### src/rtl/traffic_conflict_monitor_if.sv
`default_nettype none
// ============================================================================
// Module   : traffic_conflict_monitor_if
// Purpose  : Lamp/pedestrian inputs and fault outputs of the conflict monitor.
// Revision : 1.0 - initial release
// ============================================================================
interface traffic_conflict_monitor_if #(
  parameter int CNT_W = 8
);
  logic             enable;
  logic             tick_1s;
  logic [2:0]       road1_in;
  logic [2:0]       road2_in;
  logic [2:0]       ped1_in;
  logic [2:0]       ped2_in;
  logic             clear_fault;
  logic             fault;
  logic [2:0]       fault_code;
  logic             flash_req;
  logic [CNT_W-1:0] viol_cnt;

  // master: the side presenting lamp codes; slave: the monitor itself
  modport master (
    output enable, tick_1s, road1_in, road2_in, ped1_in, ped2_in, clear_fault,
    input  fault, fault_code, flash_req, viol_cnt
  );

  modport slave (
    input  enable, tick_1s, road1_in, road2_in, ped1_in, ped2_in, clear_fault,
    output fault, fault_code, flash_req, viol_cnt
  );
endinterface
`default_nettype wire

### src/rtl/traffic_conflict_monitor.sv
`default_nettype none
// ============================================================================
// Module   : traffic_conflict_monitor
// Purpose  : Watches lamp outputs, latches the first safety fault, requests flash.
// Revision : 1.0 - initial release
// ============================================================================
module traffic_conflict_monitor #(
  parameter int MIN_YELLOW = 3,
  parameter int MAX_GREEN  = 40,
  parameter int CNT_W      = 8
) (
  input  logic                      clk,
  input  logic                      rst,
  traffic_conflict_monitor_if.slave mon
);

  localparam logic [2:0] c_lamp_r = 3'b100;
  localparam logic [2:0] c_lamp_y = 3'b010;
  localparam logic [2:0] c_lamp_g = 3'b001;
  localparam logic [2:0] c_ped_fl = 3'b010;
  localparam logic [2:0] c_ped_wk = 3'b001;

  localparam logic [2:0] c_code_none    = 3'd0;
  localparam logic [2:0] c_code_enc     = 3'd1;
  localparam logic [2:0] c_code_road    = 3'd2;
  localparam logic [2:0] c_code_ped     = 3'd3;
  localparam logic [2:0] c_code_seq     = 3'd4;
  localparam logic [2:0] c_code_yellow  = 3'd5;
  localparam logic [2:0] c_code_timeout = 3'd6;

  localparam logic [5:0]       c_min_yellow = 6'(MIN_YELLOW);
  localparam logic [5:0]       c_max_green  = 6'(MAX_GREEN);
  localparam logic [5:0]       c_tmr_max    = 6'd63;
  localparam logic [CNT_W-1:0] c_cnt_max    = '1;
  localparam logic [CNT_W-1:0] c_cnt_one    = CNT_W'(1);

  function automatic logic f_onehot(input logic [2:0] v);
    return (v == 3'b100) || (v == 3'b010) || (v == 3'b001);
  endfunction

  logic [1:0]       w_road_ok;
  logic [1:0]       w_ped_ok;
  logic [1:0]       w_not_red;
  logic [1:0]       w_ped_bad;
  logic [1:0]       w_seq_bad;
  logic [1:0]       w_short_yel;
  logic [1:0]       w_timeout;
  logic [2:0]       w_code;

  logic             r_fault;
  logic [2:0]       r_fault_code;
  logic [CNT_W-1:0] r_viol_cnt;

  // Per-road checks, previous-value register and dwell timer
  for (genvar gi = 0; gi < 2; gi++) begin : g_road
    logic [2:0] w_lamp;
    logic [2:0] w_ped;
    logic [2:0] r_prev_lamp;
    logic [5:0] r_tmr;

    assign w_lamp = (gi == 0) ? mon.road1_in : mon.road2_in;
    assign w_ped  = (gi == 0) ? mon.ped1_in  : mon.ped2_in;

    assign w_road_ok[gi] = f_onehot(w_lamp);
    assign w_ped_ok[gi]  = f_onehot(w_ped);
    assign w_not_red[gi] = (w_lamp != c_lamp_r);
    assign w_ped_bad[gi] = ((w_ped == c_ped_wk) || (w_ped == c_ped_fl)) && w_not_red[gi];

    // Only legal one-hot pairs can match these patterns, so no extra qualifier
    assign w_seq_bad[gi] = ((r_prev_lamp == c_lamp_g) && (w_lamp == c_lamp_r)) ||
                           ((r_prev_lamp == c_lamp_y) && (w_lamp == c_lamp_g)) ||
                           ((r_prev_lamp == c_lamp_r) && (w_lamp == c_lamp_y));

    assign w_short_yel[gi] = (r_prev_lamp == c_lamp_y) && (w_lamp == c_lamp_r) &&
                             (r_tmr < c_min_yellow);

    assign w_timeout[gi] = mon.tick_1s && (r_prev_lamp == c_lamp_g) &&
                           (w_lamp == c_lamp_g) && (r_tmr == c_max_green);

    always_ff @(posedge clk or posedge rst) begin
      if (rst) begin
        r_prev_lamp <= c_lamp_r;
        r_tmr       <= 6'd0;
      end else begin
        r_prev_lamp <= w_lamp;
        if (w_lamp != r_prev_lamp) begin
          r_tmr <= 6'd0;
        end else if (mon.enable && mon.tick_1s && (r_tmr != c_tmr_max)) begin
          r_tmr <= r_tmr + 6'd1;
        end
      end
    end
  end

  // Lowest code wins when several rules fire together
  always_comb begin
    w_code = c_code_none;
    if (!((&w_road_ok) && (&w_ped_ok))) begin
      w_code = c_code_enc;
    end else if (&w_not_red) begin
      w_code = c_code_road;
    end else if (|w_ped_bad) begin
      w_code = c_code_ped;
    end else if (|w_seq_bad) begin
      w_code = c_code_seq;
    end else if (|w_short_yel) begin
      w_code = c_code_yellow;
    end else if (|w_timeout) begin
      w_code = c_code_timeout;
    end
  end

  always_ff @(posedge clk or posedge rst) begin
    if (rst) begin
      r_fault      <= 1'b0;
      r_fault_code <= c_code_none;
      r_viol_cnt   <= '0;
    end else if (mon.enable) begin
      if (w_code != c_code_none) begin
        // A clear coinciding with a violation re-arms onto the new code
        if (!r_fault || mon.clear_fault) begin
          r_fault      <= 1'b1;
          r_fault_code <= w_code;
        end
        if (r_viol_cnt != c_cnt_max) begin
          r_viol_cnt <= r_viol_cnt + c_cnt_one;
        end
      end else if (mon.clear_fault) begin
        r_fault      <= 1'b0;
        r_fault_code <= c_code_none;
      end
    end
  end

  assign mon.fault      = r_fault;
  assign mon.fault_code = r_fault_code;
  assign mon.flash_req  = r_fault;
  assign mon.viol_cnt   = r_viol_cnt;

endmodule
`default_nettype wire

### src/flat_wrapper.sv
// flat-port wrapper written by rule: the top's interface ports become plain ports
module traffic_conflict_monitor_flat 
#(
  parameter int MIN_YELLOW = 3,
  parameter int MAX_GREEN  = 40,
  parameter int CNT_W      = 8
)
  (clk, rst, mon_enable, mon_tick_1s, mon_road1_in, mon_road2_in, mon_ped1_in, mon_ped2_in, mon_clear_fault, mon_fault, mon_fault_code, mon_flash_req, mon_viol_cnt);
  traffic_conflict_monitor_if #(.CNT_W(CNT_W)) mon_i ();
  input  logic clk;
  input  logic rst;
  input wire logic [$bits(mon_i.enable)-1:0] mon_enable;
  input wire logic [$bits(mon_i.tick_1s)-1:0] mon_tick_1s;
  input wire logic [$bits(mon_i.road1_in)-1:0] mon_road1_in;
  input wire logic [$bits(mon_i.road2_in)-1:0] mon_road2_in;
  input wire logic [$bits(mon_i.ped1_in)-1:0] mon_ped1_in;
  input wire logic [$bits(mon_i.ped2_in)-1:0] mon_ped2_in;
  input wire logic [$bits(mon_i.clear_fault)-1:0] mon_clear_fault;
  output wire logic [$bits(mon_i.fault)-1:0] mon_fault;
  output wire logic [$bits(mon_i.fault_code)-1:0] mon_fault_code;
  output wire logic [$bits(mon_i.flash_req)-1:0] mon_flash_req;
  output wire logic [$bits(mon_i.viol_cnt)-1:0] mon_viol_cnt;
  assign mon_i.enable = mon_enable;
  assign mon_i.tick_1s = mon_tick_1s;
  assign mon_i.road1_in = mon_road1_in;
  assign mon_i.road2_in = mon_road2_in;
  assign mon_i.ped1_in = mon_ped1_in;
  assign mon_i.ped2_in = mon_ped2_in;
  assign mon_i.clear_fault = mon_clear_fault;
  assign mon_fault = mon_i.fault;
  assign mon_fault_code = mon_i.fault_code;
  assign mon_flash_req = mon_i.flash_req;
  assign mon_viol_cnt = mon_i.viol_cnt;
  traffic_conflict_monitor #(.MIN_YELLOW(MIN_YELLOW), .MAX_GREEN(MAX_GREEN), .CNT_W(CNT_W)) u_core (.clk(clk), .rst(rst), .mon(mon_i));
endmodule
### config.mk
export PLATFORM = sky130hd
export DESIGN_NAME = traffic_conflict_monitor_flat
export DESIGN_NICKNAME = d
export VERILOG_FILES = /design/src/rtl/traffic_conflict_monitor_if.sv /design/src/rtl/traffic_conflict_monitor.sv /design/src/flat_wrapper.sv
export SDC_FILE = /design/constraint.sdc
export NUM_CORES = 1
export LEC_CHECK = 0
export ABC_AREA = 1
export CORE_UTILIZATION = 45
export CTS_CLUSTER_DIAMETER = 60
export CTS_CLUSTER_SIZE = 14
export DETAILED_ROUTE_END_ITERATION = 8
export PLACE_DENSITY_LB_ADDON = 0.12
export SLEW_MARGIN = 20
export SYNTH_ARGS = -nofsm -noshare
export SYNTH_HDL_FRONTEND = slang
export SYNTH_SLANG_ARGS = --single-unit
### constraint.sdc
create_clock -name clk -period 1.7 [get_ports clk]
set_input_delay 0.425 -clock clk [delete_from_list [all_inputs] [get_ports clk]]
set_output_delay 0.425 -clock clk [all_outputs]
set_load 0.02 [all_outputs]
==> flow_metrics.py <==
metrics = {
    "setup_path": {
        "cp-end-kind": "flop",
        "cp.arrival_ns": 2.10,
        "path_max_fanout": 7,
        "ff2ff_path_depth": 13,
        "path_class": "flop to flop",
        "worstPathRequired_ns": 1.88,
        "startpoint_type": "flop",
    },
    "layout": {
        "final_core_util": 0.670,
        "final_cell_count_no_fill": 380,
        "seq_area_um2": 753,
        "drive_above_1_share": 0.282,
        "syn_to_final_growth_pct": 38.8,
        "final_area_um2": 2760,
        "fill_cells": 361,
        "insertedDiodeCount": 0,
        "nets": 351,
        "multi_input_area_um2": 1130,
    },
    "floorplan": {
        "fp.dieH_um": 68.4,
        "start_util": 0.482,
        "ioPinCount": 30,
        "rows": 23,
        "die_area_um2": 4680,
        "core_um2": 4120,
        "die_width_um": 68.4,
    },
    "global_route": {
        "grt_overflow_total": 0,
        "grt_pass1_wl_mm": 6.94,
        "grt_usage": 0.202,
        "grt_pass1_vias": 1660,
        "grt_start_max_net_pins": 25,
        "antenna_found_initial": 0,
    },
    "cts": {
        "clock_path_buffers": 2,
        "cts_tree": "built",
        "cts_num_sinks": 30,
        "clk_latency_ns": 0.29,
        "htreeDepth": 2,
        "cts_root_buf": "clkbuf_8",
        "cts.clk_slew.worst_paths_ns": 0.07,
        "cts_buffers": 5,
    },
    "timing": {
        "hold_violations": 0,
        "skew_ns": 0.00735,
        "tightest_slew_ns": 0.393,
        "post-route-min-period_ns": 1.92,
        "whs_ns": 0.380,
        "timing.final.ws_setup_ns": -0.223,
        "tns_ns": -2.35,
        "slew_headroom": 0.736,
        "setup-violations-final": 12,
        "finalCritPeriodShare": 1.13,
        "slew_violations": 0,
        "rsz0062_at_grt": "yes",
        "timing.fmax_mhz": 520,
    },
    "routing": {
        "drc": 0,
        "route.met3.wl_um": 143,
        "drt_iter0_markers": 52,
        "routed-wl-met2_mm": 2.07,
        "wl_met1_mm": 2.02,
        "vias": 1842,
        "wire_per_inst_um": 11.3,
        "drt_pass1_iterations": 4,
        "wl_mm": 4.30,
        "ant_nets": 0,
        "dr.max_layer_used": "met4",
        "via_per_inst": 4.85,
    },
    "place": {
        "place_inst": 367,
        "dp_slack_ns": -0.634,
        "hpwl_mm": 3.15,
        "gp_congestion": 0.850,
        "io_buffers": 29,
        "dpl_cell_area_um2": 2520,
    },
    "pwr": {
        "irDropWorstVdd_uv": 738,
        "leakagePower_nw": 1.36,
        "finalPower_mw": 2.21,
        "p_per_area_nw_per_um2": 801,
    },
    "outcome": {
        "run_status": "finished with violations",
        "violations": "setup timing",
    },
    "synth": {
        "ys_seq_elements": 30,
        "syn_avg_cell_area_um2": 7.49,
        "ys_types": 27,
        "synthTopCellsByArea": "dfrtp_1 35%, nand2_1 9.3%, inv_1 7.9%, nand3_1 6.8%, nor2_1 5.3%",
        "yosys.area.top_type_share": 0.353,
        "synth_nets": 287,
        "yosysTopAreaCell": "dfrtp_1",
        "synthCells": 265,
        "synthesis.area_um2": 1980,
        "ys_seq_area_frac": 0.380,
        "synth_warnings": 0,
    },
    "min_path": {
        "hold_class": "input pin to async pin",
    },
    "job": {
        "drv_cap": 0,
    },
}
-- layout make-up --
cell class                      instances  share of cell area
Inverter                               47              0.0640
Clock inverter                          3              0.0145
Multi-Input combinational cell        186               0.411
Clock buffer                            5              0.0250
Timing Repair Buffer                   59               0.189
Sequential cell                        30               0.273
Tap cell                               50              0.0227
-- critical path, cell delays in order (launching register included) --
cell and delay (ns):
dfrtp_1 0.39, ha_2 0.19, or2_4 0.24, nor2_4 0.08, nand2_1 0.07, nand2_2 0.08, inv_2 0.05, nand2_4 0.06
nor2_4 0.04, nor2_4 0.10, nand4_4 0.15, buf_6 0.16, nand3_4 0.12, o21ai_2 0.08
-- synth_stat cells (all sizes together) --
cell,count
nand2,59
inv,47
buf,3
nor4,1
xnor2,8
a21oi,10
a211oi,2
nor2,35
dfstp,2
nand3,30
o21ai,17
ha,5
nand4,6
nor3,5
xor2,5
or2,2
dfrtp,28
-- flip-flops by register name (all words and copies together), names as in the netlist --
name	count
u_core.mon.fault_code	3
u_core.mon.viol_cnt	8
u_core.g_road.r_tmr	12
u_core.g_road.r_prev_lamp	6
u_core.mon.fault	1
-- cells in the final DEF, fill, tap and decap left out, types with 2 or more instances in the layout --
cell type	netlist	layout
ha_1	5	3
nand2_4	0	3
nand2_1	49	41
dlymetal6s2s_1	0	3
nor3_1	5	4
nand3_2	2	3
nor2_2	5	7
clkbuf_8	0	5
nand2_2	10	15
dfstp_2	2	2
dlygate4sd2_1	0	15
o21ai_0	10	10
nand3_4	1	3
xor2_1	5	5
nor2_1	28	24
clkdlybuf4s50_1	0	11
clkinv_2	0	2
a21oi_1	10	9
nand3_1	27	25
dfrtp_1	28	28
xnor2_1	8	8
inv_2	5	5
a211oi_1	2	2
o21ai_2	7	7
nand4_1	5	5
ha_2	0	2
nor2_4	2	4
buf_4	1	28
inv_1	42	42
-- routing by layer --
layer / vias to the layer above / track usage
li1: 971 / -
met1: 839 / 0.246
met4: 0 / 0.0651
met3: 6 / 0.0517
met5: - / 0
met2: 26 / 0.344
-- cells by family after synthesis --
| logic type | after synthesis | synth area share |
|---|---|---|
| AO/OA/AOI/OAI | 29 | 0.0889 |
| adder cells (fa/ha/maj) | 5 | 0.0315 |
| buffers and inverters | 50 | 0.103 |
| XOR/XNOR | 13 | 0.0574 |
| flip-flops | 30 | 0.380 |
| AND/OR/NAND/NOR | 138 | 0.340 |
-- power breakdown --
part / total (mW) / internal, mW / leakage (nW) / switching [mW]
logic: 0.618 / 0.272 / 0.912 / 0.346
registers: 0.870 / 0.789 / 0.389 / 0.0813
clock network: 0.720 / 0.431 / 0.0579 / 0.289
total: 2.21 / 1.49 / 1.36 / 0.716
-- worst paths after layout --
path	startpoint	slack, ns	endpoint
worst min register to register	u_core.mon.fault_code[2]$_DFFE_PP0P_	0.48	u_core.mon.fault_code[2]$_DFFE_PP0P_
worst max-delay path	u_core.g_road[0].r_tmr[0]$_DFFE_PP0P_	-0.22	u_core.mon.viol_cnt[3]$_DFFE_PP0P_
worst max register to register	u_core.g_road[0].r_tmr[0]$_DFFE_PP0P_	-0.22	u_core.mon.viol_cnt[3]$_DFFE_PP0P_
worst min-delay path	rst	0.38	u_core.g_road[0].r_tmr[2]$_DFFE_PP0P_
min in group clk	mon_road2_in[0]	0.45	u_core.g_road[1].r_prev_lamp[0]$_DFF_PP0_
max in group asynchronous	rst	0.81	u_core.g_road[0].r_prev_lamp[2]$_DFF_PP1_
-- repair_timing --
item,4_1_cts,5_1_grt
resized for setup,22,20
cloned,1,0
pin swaps,4,11
hold endpoints to repair,0,0
buffers inserted,0,4
endpoints found under the setup margin,23,17
hold buffers,0,0
(Power assumes the default switching activity.)
